**config.mk**
```make
export PLATFORM = sky130hd
export DESIGN_NAME = keypad_debounce
export DESIGN_NICKNAME = d
export VERILOG_FILES = /design/src/rtl/keypad_pkg.sv /design/src/rtl/sync_2ff.sv /design/src/rtl/keypad_debounce.sv
export SDC_FILE = /design/constraint.sdc
export NUM_CORES = 1
export LEC_CHECK = 0
export CAP_MARGIN = 25
export CORE_MARGIN = 2
export CORE_UTILIZATION = 30
export DETAILED_ROUTE_END_ITERATION = 16
export SLEW_MARGIN = 20
export SYNTH_ARGS = -nofsm -noshare
export SYNTH_HDL_FRONTEND = slang
export SYNTH_HIERARCHICAL = 1
export SYNTH_SLANG_ARGS = --single-unit
```
**constraint.sdc**
```tcl
create_clock -name clk -period 4.3 [get_ports clk]
set_clock_uncertainty 0.05 [all_clocks]
set_input_delay 0.86 -clock clk [delete_from_list [all_inputs] [get_ports clk]]
set_output_delay 0.86 -clock clk [all_outputs]
set_load 0.1 [all_outputs]
```
**src/rtl/keypad_pkg.sv**
```systemverilog
// keypad_pkg: shared types, widths and key-vector helpers for the keypad front end.
package keypad_pkg;
    localparam int KEY_W = 10;
    localparam int CODE_W = 4;
    localparam logic [KEY_W-1:0] KEY_NONE = '0;

    typedef enum logic [1:0] {IDLE, DB_PRESS, HELD, DB_RELEASE} state_t;

    function automatic logic is_onehot(input logic [KEY_W-1:0] v);
        return $onehot(v);
    endfunction

    function automatic logic [CODE_W-1:0] onehot_to_code(input logic [KEY_W-1:0] v);
        logic [CODE_W-1:0] c;
        c = '0;
        for (int i = 0; i < KEY_W; i++)
            if (v[i]) c = CODE_W'(i);
        return c;
    endfunction
endpackage

```
**src/rtl/sync_2ff.sv**
```systemverilog
// sync_2ff: two-flop synchroniser for asynchronous level inputs, cleared by rst.
module sync_2ff #(
    parameter int W = 1
) (
    input  logic         clk,
    input  logic         rst,
    input  logic [W-1:0] d,
    output logic [W-1:0] q
);
    logic [W-1:0] meta;

    always_ff @(posedge clk) begin
        if (rst) begin
            meta <= '0;
            q    <= '0;
        end else begin
            meta <= d;
            q    <= meta;
        end
    end
endmodule

```
**src/rtl/keypad_debounce.sv**
```systemverilog
// keypad_debounce: synchronise and debounce a 10-key pad into one clean press event per key press.
// Defining KEYPAD_REPEAT_EN adds auto-repeat strobes while a valid key stays held.
module keypad_debounce
    import keypad_pkg::*;
#(
    parameter int DEBOUNCE_CYC = 20
`ifdef KEYPAD_REPEAT_EN
    ,
    parameter int REPEAT_DELAY = 500,
    parameter int REPEAT_PERIOD = 200
`endif
) (
    input  logic              clk,
    input  logic              rst,
    input  logic [KEY_W-1:0]  key_raw,
    output logic [KEY_W-1:0]  key_onehot,
    output logic [CODE_W-1:0] key_code,
    output logic              key_valid,
    output logic              key_error
);
    localparam int CW = $clog2(DEBOUNCE_CYC + 1);
    localparam logic [CW-1:0] CNT_MAX = CW'(DEBOUNCE_CYC - 1);

    logic [KEY_W-1:0] s, cand;
    logic [CW-1:0]    cnt;
    state_t           state;

`ifdef KEYPAD_REPEAT_EN
    localparam int RW = $clog2(REPEAT_DELAY + 1);
    localparam logic [RW-1:0] RPT_MAX = RW'(REPEAT_DELAY - 1);
    localparam logic [RW-1:0] RPT_RELOAD = RW'(REPEAT_DELAY - REPEAT_PERIOD);
    logic [RW-1:0] rcnt;
`endif

    sync_2ff #(.W(KEY_W)) u_sync (.clk(clk), .rst(rst), .d(key_raw), .q(s));

    always_ff @(posedge clk) begin
        if (rst) begin
            state      <= IDLE;
            cnt        <= '0;
            cand       <= KEY_NONE;
            key_onehot <= KEY_NONE;
            key_code   <= '0;
            key_valid  <= 1'b0;
            key_error  <= 1'b0;
`ifdef KEYPAD_REPEAT_EN
            rcnt       <= '0;
`endif
        end else begin
            key_valid <= 1'b0;
            key_error <= 1'b0;
`ifdef KEYPAD_REPEAT_EN
            rcnt      <= '0;
`endif
            case (state)
                IDLE: if (s != KEY_NONE) begin
                    cand  <= s;
                    cnt   <= '0;
                    state <= DB_PRESS;
                end
                DB_PRESS: if (s == KEY_NONE) begin
                    cnt   <= '0;
                    state <= IDLE;
                end else if (s != cand) begin
                    cand <= s;
                    cnt  <= '0;
                end else if (cnt == CNT_MAX) begin
                    cnt   <= '0;
                    state <= HELD;
                    // a multi-key chord still parks in HELD so it cannot re-fire until fully released
                    if (is_onehot(cand)) begin
                        key_onehot <= cand;
                        key_code   <= onehot_to_code(cand);
                        key_valid  <= 1'b1;
                    end else begin
                        key_error <= 1'b1;
                    end
                end else begin
                    cnt <= cnt + 1'b1;
                end
                HELD: if (s == KEY_NONE) begin
                    cnt   <= '0;
                    state <= DB_RELEASE;
                end
`ifdef KEYPAD_REPEAT_EN
                else if (key_onehot != KEY_NONE) begin
                    rcnt      <= (rcnt == RPT_MAX) ? RPT_RELOAD : rcnt + 1'b1;
                    key_valid <= (rcnt == RPT_MAX);
                end
`endif
                DB_RELEASE: if (s != KEY_NONE) begin
                    cnt   <= '0;
                    state <= HELD;
                end else if (cnt == CNT_MAX) begin
                    cnt        <= '0;
                    key_onehot <= KEY_NONE;
                    state      <= IDLE;
                end else begin
                    cnt <= cnt + 1'b1;
                end
                default: state <= IDLE;
            endcase
        end
    end
endmodule

```
# After elaboration in Yosys (flattened, before gate mapping)
# Index checks and enable logic that the tools add are counted.
[totals]
register_bits = 53
inputBits = 12
out_inout_bits = 16
[classes]
add_sub_neg = 10
eq_ne = 18
n_mux = 37
bitwise = 4
n_reduce_logical = 11
[ops]
columns = ["operator", "count"]
rows = [
  ["$mux W10", 9],
  ["$pmux W10 S2", 2],
  ["$mux W4", 8],
  ["$mux W5", 6],
  ["$pmux W5 S4", 1],
  ["$ne A2 B2 Y1 const B", 9],
  ["$mux W2", 7],
  ["$add A1 B1 Y2", 5],
  ["$logic_not A10 Y1", 1],
  ["$ne A10 B10 Y1", 1],
  ["$reduce_and A5 Y1", 2],
  ["$reduce_bool A10 Y1", 1],
  ["$ne A3 B3 Y1 const B", 3],
  ["$pmux W2 S4", 1],
  ["$reduce_and A7 Y1", 1],
  ["$add A2 B2 Y3", 2],
  ["$add A5 B1 Y5 const B", 1],
  ["$eq A5 B5 Y1 const B", 1],
  ["$reduce_or A5 Y1", 1],
  ["$add A3 B3 Y4", 1],
  ["$add A4 B2 Y4", 1],
  ["$eq A2 B2 Y1 const B", 2],
  ["$eq A4 B1 Y1 const B", 1],
  ["$not A1 Y1", 4],
  ["6 further kinds", 9],
]

# Depth between registers and ports, before layout
[logic_depth]
depth_word = 10
depth_mapped = 14
mapped_depth_nobuf = 13

# Cells and area by module
# Netlist, hierarchy kept.
[modules_own_cells]
columns = ["mod", "n_inst", "cells_each", "area_per_inst_um2", "seq_area_each_um2"]
rows = [
  ["keypad_debounce", 1, 172, 1750.4, 660.6],
  ["sync_2ff", 1, 42, 618.1, 400.4],
]

# Worst setup path after synthesis
# No wires, ideal clock.
[synth_timing]
path_kind = "register to register"
start = "register cand[3]"
end = "register key_code[0]"
t_arrival_ns = 3.891
slack_ns = 0.239
path_stages_with_launch = 14
path_buffers = 0
synth_period_minus_slack_ns = 4.061
path_cell_list = "dfxtp_1 > fa_1 > fa_1 > inv_1 > fa_1 > inv_1 > ha_1 > inv_1 > fa_1 > a2111oi_0 > o211ai_1 > or2_2 > nor2_1 > mux2_2"
[synth_between]
elab_chain_cells = 7
[synth_lines]
columns = ["item", "line", "rtl"]
rows = [
  ["start: declaration", "keypad_debounce.sv:24", "logic [KEY_W-1:0] s, cand;"],
  ["start signal: assignment", "keypad_debounce.sv:57", "cand <= s;"],
  ["start signal: assignment", "keypad_debounce.sv:65", "cand <= s;"],
  ["branches (longest 7 deep; another with $add A3 B3 Y4)", "--", ""],
  ["end signal: assignment", "keypad_debounce.sv:73", "key_code <= onehot_to_code(cand);"],
  ["end: declaration", "keypad_debounce.sv:17", "output logic [CODE_W-1:0] key_code,"],
]
# Several ways; the timed one is not identified.
# A chain may end at the register's enable or synchronous reset.

# Worst setup path in the final report
[layout_timing]
start = "register cand[0]"
end = "register key_onehot[0]"
[layout_between]
elab_chain_cells = 7
[layout_lines]
columns = ["item", "line", "rtl"]
rows = [
  ["$add A1 B1 Y2 (implied by the code)", "keypad_pkg.sv:10", "return $onehot(v);"],
  ["$add A2 B2 Y3 (implied by the code)", "keypad_pkg.sv:10", ""],
  ["$add A3 B3 Y4 (implied by the code)", "keypad_pkg.sv:10", ""],
  ["$add A4 B2 Y4 (implied by the code)", "keypad_pkg.sv:10", ""],
  ["$eq A4 B1 Y1", "keypad_pkg.sv:10", ""],
  ["$ne A2 B2 Y1 (no source line)", "--", ""],
  ["$reduce_and A7 Y1 (no source line)", "--", ""],
  ["end signal: assignment", "keypad_debounce.sv:72", "key_onehot <= cand;"],
  ["end: declaration", "keypad_debounce.sv:16", "output logic [KEY_W-1:0] key_onehot,"],
]
# Several ways; a longest one is shown, not always the timed one. The select of a mux whose other input is x is not followed.

==> flow_summary.yaml <==
run_status:
  run_status: "finished clean"
placed_design:
  post-place-cells: 346
  setup_slack_at_placement_ns: 0.07136
  finalWeightedCongestion: 0.8370
  io_buffers: 27
  dpl.hpwl_um: 3227
sta:
  slew_headroom: 0.3470
  totalNegativeSetupSlack_ns: 0
  grt_setup_unrepaired: "false"
  timing_max_transition_violations_final: 0
  layout_min_cycle_time_ns: 4.096
  postLayoutSetupSlackWorst_ns: 0.2045
  timing_hold_violations_final: 0
  tightest_slew_ns: 0.9764
  period_share: 0.9524
  timing.final.setup_violations: 0
  f_max_ghz: 0.2442
logic_synthesis:
  edff_count_synth: 0
  average_cell_area_after_synthesis_um2: 11.07
  postSynth.topFlopCell: "dfxtp_1"
  synth-seq-cells: 53
  yosys-top-cells-area: "dfxtp_1 (45%), nor2b_2 (5.9%), a22o_1 (5.5%)"
  asyncSetResetFlopFracSynth: 0
  synth_cells: 214
  synthesis.nets: 235
  post_synth_xor_area_fraction: 0.04437
  post_synth_fa_ha_maj_area_fraction: 0.06656
  ys.warnings.count: 6
  synth_top_family_by_area: "simple AND/OR/NAND/NOR gates"
  ys_seq_area_frac: 0.4480
  ys_types: 46
  synth_top_area_cell: "dfxtp_1"
  share_of_the_synthesized_area_in_the_top_cell_type: 0.4480
  synth-compound-area-share: 0.1136
  netlist_area_mm2: 0.002369
  post_synth_and_or_nand_nor_area_fraction: 0.2261
  post_synth_mux_area_share: 0.05547
finish:
  area.growth.synth_to_final_pct: 23.40
  fillCellCount: 767
  final_cells: 354
  finalCoreUtilization: 0.3802
  finalNetCount: 272
  ratio_of_cells_with_drive_above_1_in_the_final_layout: 0.2183
  number_of_antenna_cells_inserted: 0
grt:
  largest_net_degree_at_the_start_of_global_routing: 41
  global_route_wire_length_before_repair_um: 7410
  grt_antenna_before_repair: 0
  number_of_global_route_vias_before_repair: 1528
  gr-usage-all-layers: 0.1089
  gr-total-overflow: 0
die:
  floorplan.core_area_mm2: 0.007687
  boundaryPins: 28
  dieArea_mm2: 0.008622
  placementRows: 32
  floorplan.initialDensity: 0.3081
  die_width_um: 92.86
  die_y_um: 92.86
flow_run:
  max_cap_violations: 0
clocking:
  cts.hold.buffers_added: 0
  cts.sink_count: 53
  cts_root_buf: "clkbuf_8"
  cts_max_path_buffers: 2
  clock_buffer_count_from_cts: 5
  clock_latency_late_sink_ns: 0.31
  clock_tree.htree_level_count: 2
  clock_input_transition_at_the_sequential_cells_of_the_worst_setup_and_hold_paths_ns: 0.11
  tritoncts: "done"
setup_path:
  regToRegStartpoint: "cand[0]"
  cp-end-kind: "register"
  setup_crit_path_kind: "register to register"
  path_cells: "fa_1, fa_1, inv_1, fa_1, inv_1, ha_2, inv_1, fa_2, a2111oi_4, o211ai_1, or2_1, o311a_4, a22o_1"
  crit_path_top_delay_cell: "fa_1"
  crit_path_start_kind: "register"
  worst_path_dominant_cell_family: "adder cells"
  worstPathMaxFanout: 10
  worstRegToRegCells: 13
  critical_path.reg2reg.endpoint: "key_onehot[0]"
  cp.buffers_inverters: 3
  data_required_critical_path_ns: 4.46
  crit_path_max_incr_delay_ns: 0.52
  setup.reg_to_reg.worst_slack_ns: 0.20
  timing.critical_path.arrival_ns: 4.26
drt:
  drcViolationCount: 0
  initialDrtViolationCount: 39
  vias: 1632
  viasPerCell: 4.610
  route.met3.wl_um: 174
  detail_route.wirelength.met1_um: 2295
  routed_wire_length_per_instance_um: 12.58
  final_antenna_net_count: 0
  wl_met2_um: 1897
  postRouteWirelength_um: 4452
  maxUsedRoutingLayer: "met4"
  firstDrtPassIters: 4
worst_hold_path:
  hold-path-endpoint: "u_sync/q[3]"
  hp-start: "u_sync/meta[3]"
  worst_hold_path_type: "register to register"
  hold-path-cell-count: 1
power:
  power_density_mw_per_mm2: 328.8
  static-leakage-power_uw: 0.001169
  irDropWorstVdd_mv: 0.1462
## final cells by class
type                       count  area [µm²]  share of cell area
multi-input combinational    139        1236              0.4229
inverter                      14       52.55             0.01798
sequential                    53        1061              0.3630
tap                          102       127.6             0.04366
timing repair buffer          38       347.8              0.1190
clock inverter                 3       28.78            0.009846
clock buffer                   5       68.82             0.02354
## worst max path at each step
stage / startpoint / end / slack (ns) / cells past startpoint
6_report: cand[0] / key_onehot[0] / 0.20 / 13
5_1_grt: cand[0] / key_onehot[3] / 0.02 / 13
4_1_cts: cand[0] / key_onehot[0] / 0.04 / 13
3_5_place_dp: cand[0] / key_onehot[9] / 0.07 / 13
3_3_place_gp: cand[0] / key_onehot[7] / 0.30 / 13
2_1_floorplan: cand[3] / key_code[0] / 0.24 / 13
## layer usage
layer / vias up / track usage
li1: 822 / -
met5: - / 0
met4: 0 / 0.03064
met3: 8 / 0.03417
met1: 767 / 0.1562
met2: 35 / 0.1564
## cell usage after synthesis, types with 2 or more instances
cell type and number:
buf_2 3, nand3_1 4, xnor2_1 2, nor2b_2 16
nor2_1 17, o211ai_1 3, nor2b_1 3, inv_1 14
xor2_1 10, nor4_4 3, buf_6 3, and2_1 2
nor4_1 3, nor3_1 2, a21oi_1 3, dfxtp_1 53
nor2b_4 4, nand2_1 6, a41oi_1 2, clkbuf_1 2
nand3b_1 2, a22o_1 15, fa_1 6, ha_1 3
mux2i_1 12
## flip-flops by register name, indices dropped and copies added (netlist names), named ones only
register / cells
cnt: 5
key_valid: 1
key_error: 1
state: 1
key_code: 4
cand: 10
u_sync/meta: 10
u_sync/q: 10
key_onehot: 10
## through the flow
stage	total power, µW	hold slack [ns]	cell area, µm²
after CTS	966.9	0.4031	2885
after global routing	1012	0.4113	2923
after detailed placement	666.2	0.3727	2788
after floorplan	626.3	0.3648	2369
after global placement	662.7	0.3728	2788
final	961.0	0.3999	2923
## report_power, final
group | total [µW] | switching, µW | internal [µW]
Clock | 301 | 179 | 122
Sequential | 515 | 10.7 | 504
Combinational | 144 | 76.3 | 68.1
## layout by cell type, fill, tap and decap left out, drive strengths merged, types with 2 or more instances in the layout
cell and count:
nor4 6, nand2 6, or2 2, buf 12, a21oi 3, a41oi 2
fa 6, o211ai 3, nor2b 23, a22o 15, nand3b 2, nand3 4
nor2 17, xnor2 2, clkdlybuf4s50 26, inv 16, mux2i 12, clkbuf 5
ha 3, and2 2, nor3 3, dfxtp 53, xor2 10
## logic make-up (layout without fill, tap and decap cells)
logic type,after synthesis,count (layout)
xor gates and xnor gates,12,12
AOI/OAI and AO/OA,33,33
adders and majority gates,9,9
and+or+nand+nor,72,72
muxes,13,13
buffers and inverters,22,60
DFF,53,53
## timing repair
item                       in CTS  in global routing
gates resized for setup         0                  8
buffers inserted                0                  0
setup endpoints to repair       0                 14
Note: power is estimated with default switching activity, not from simulation.
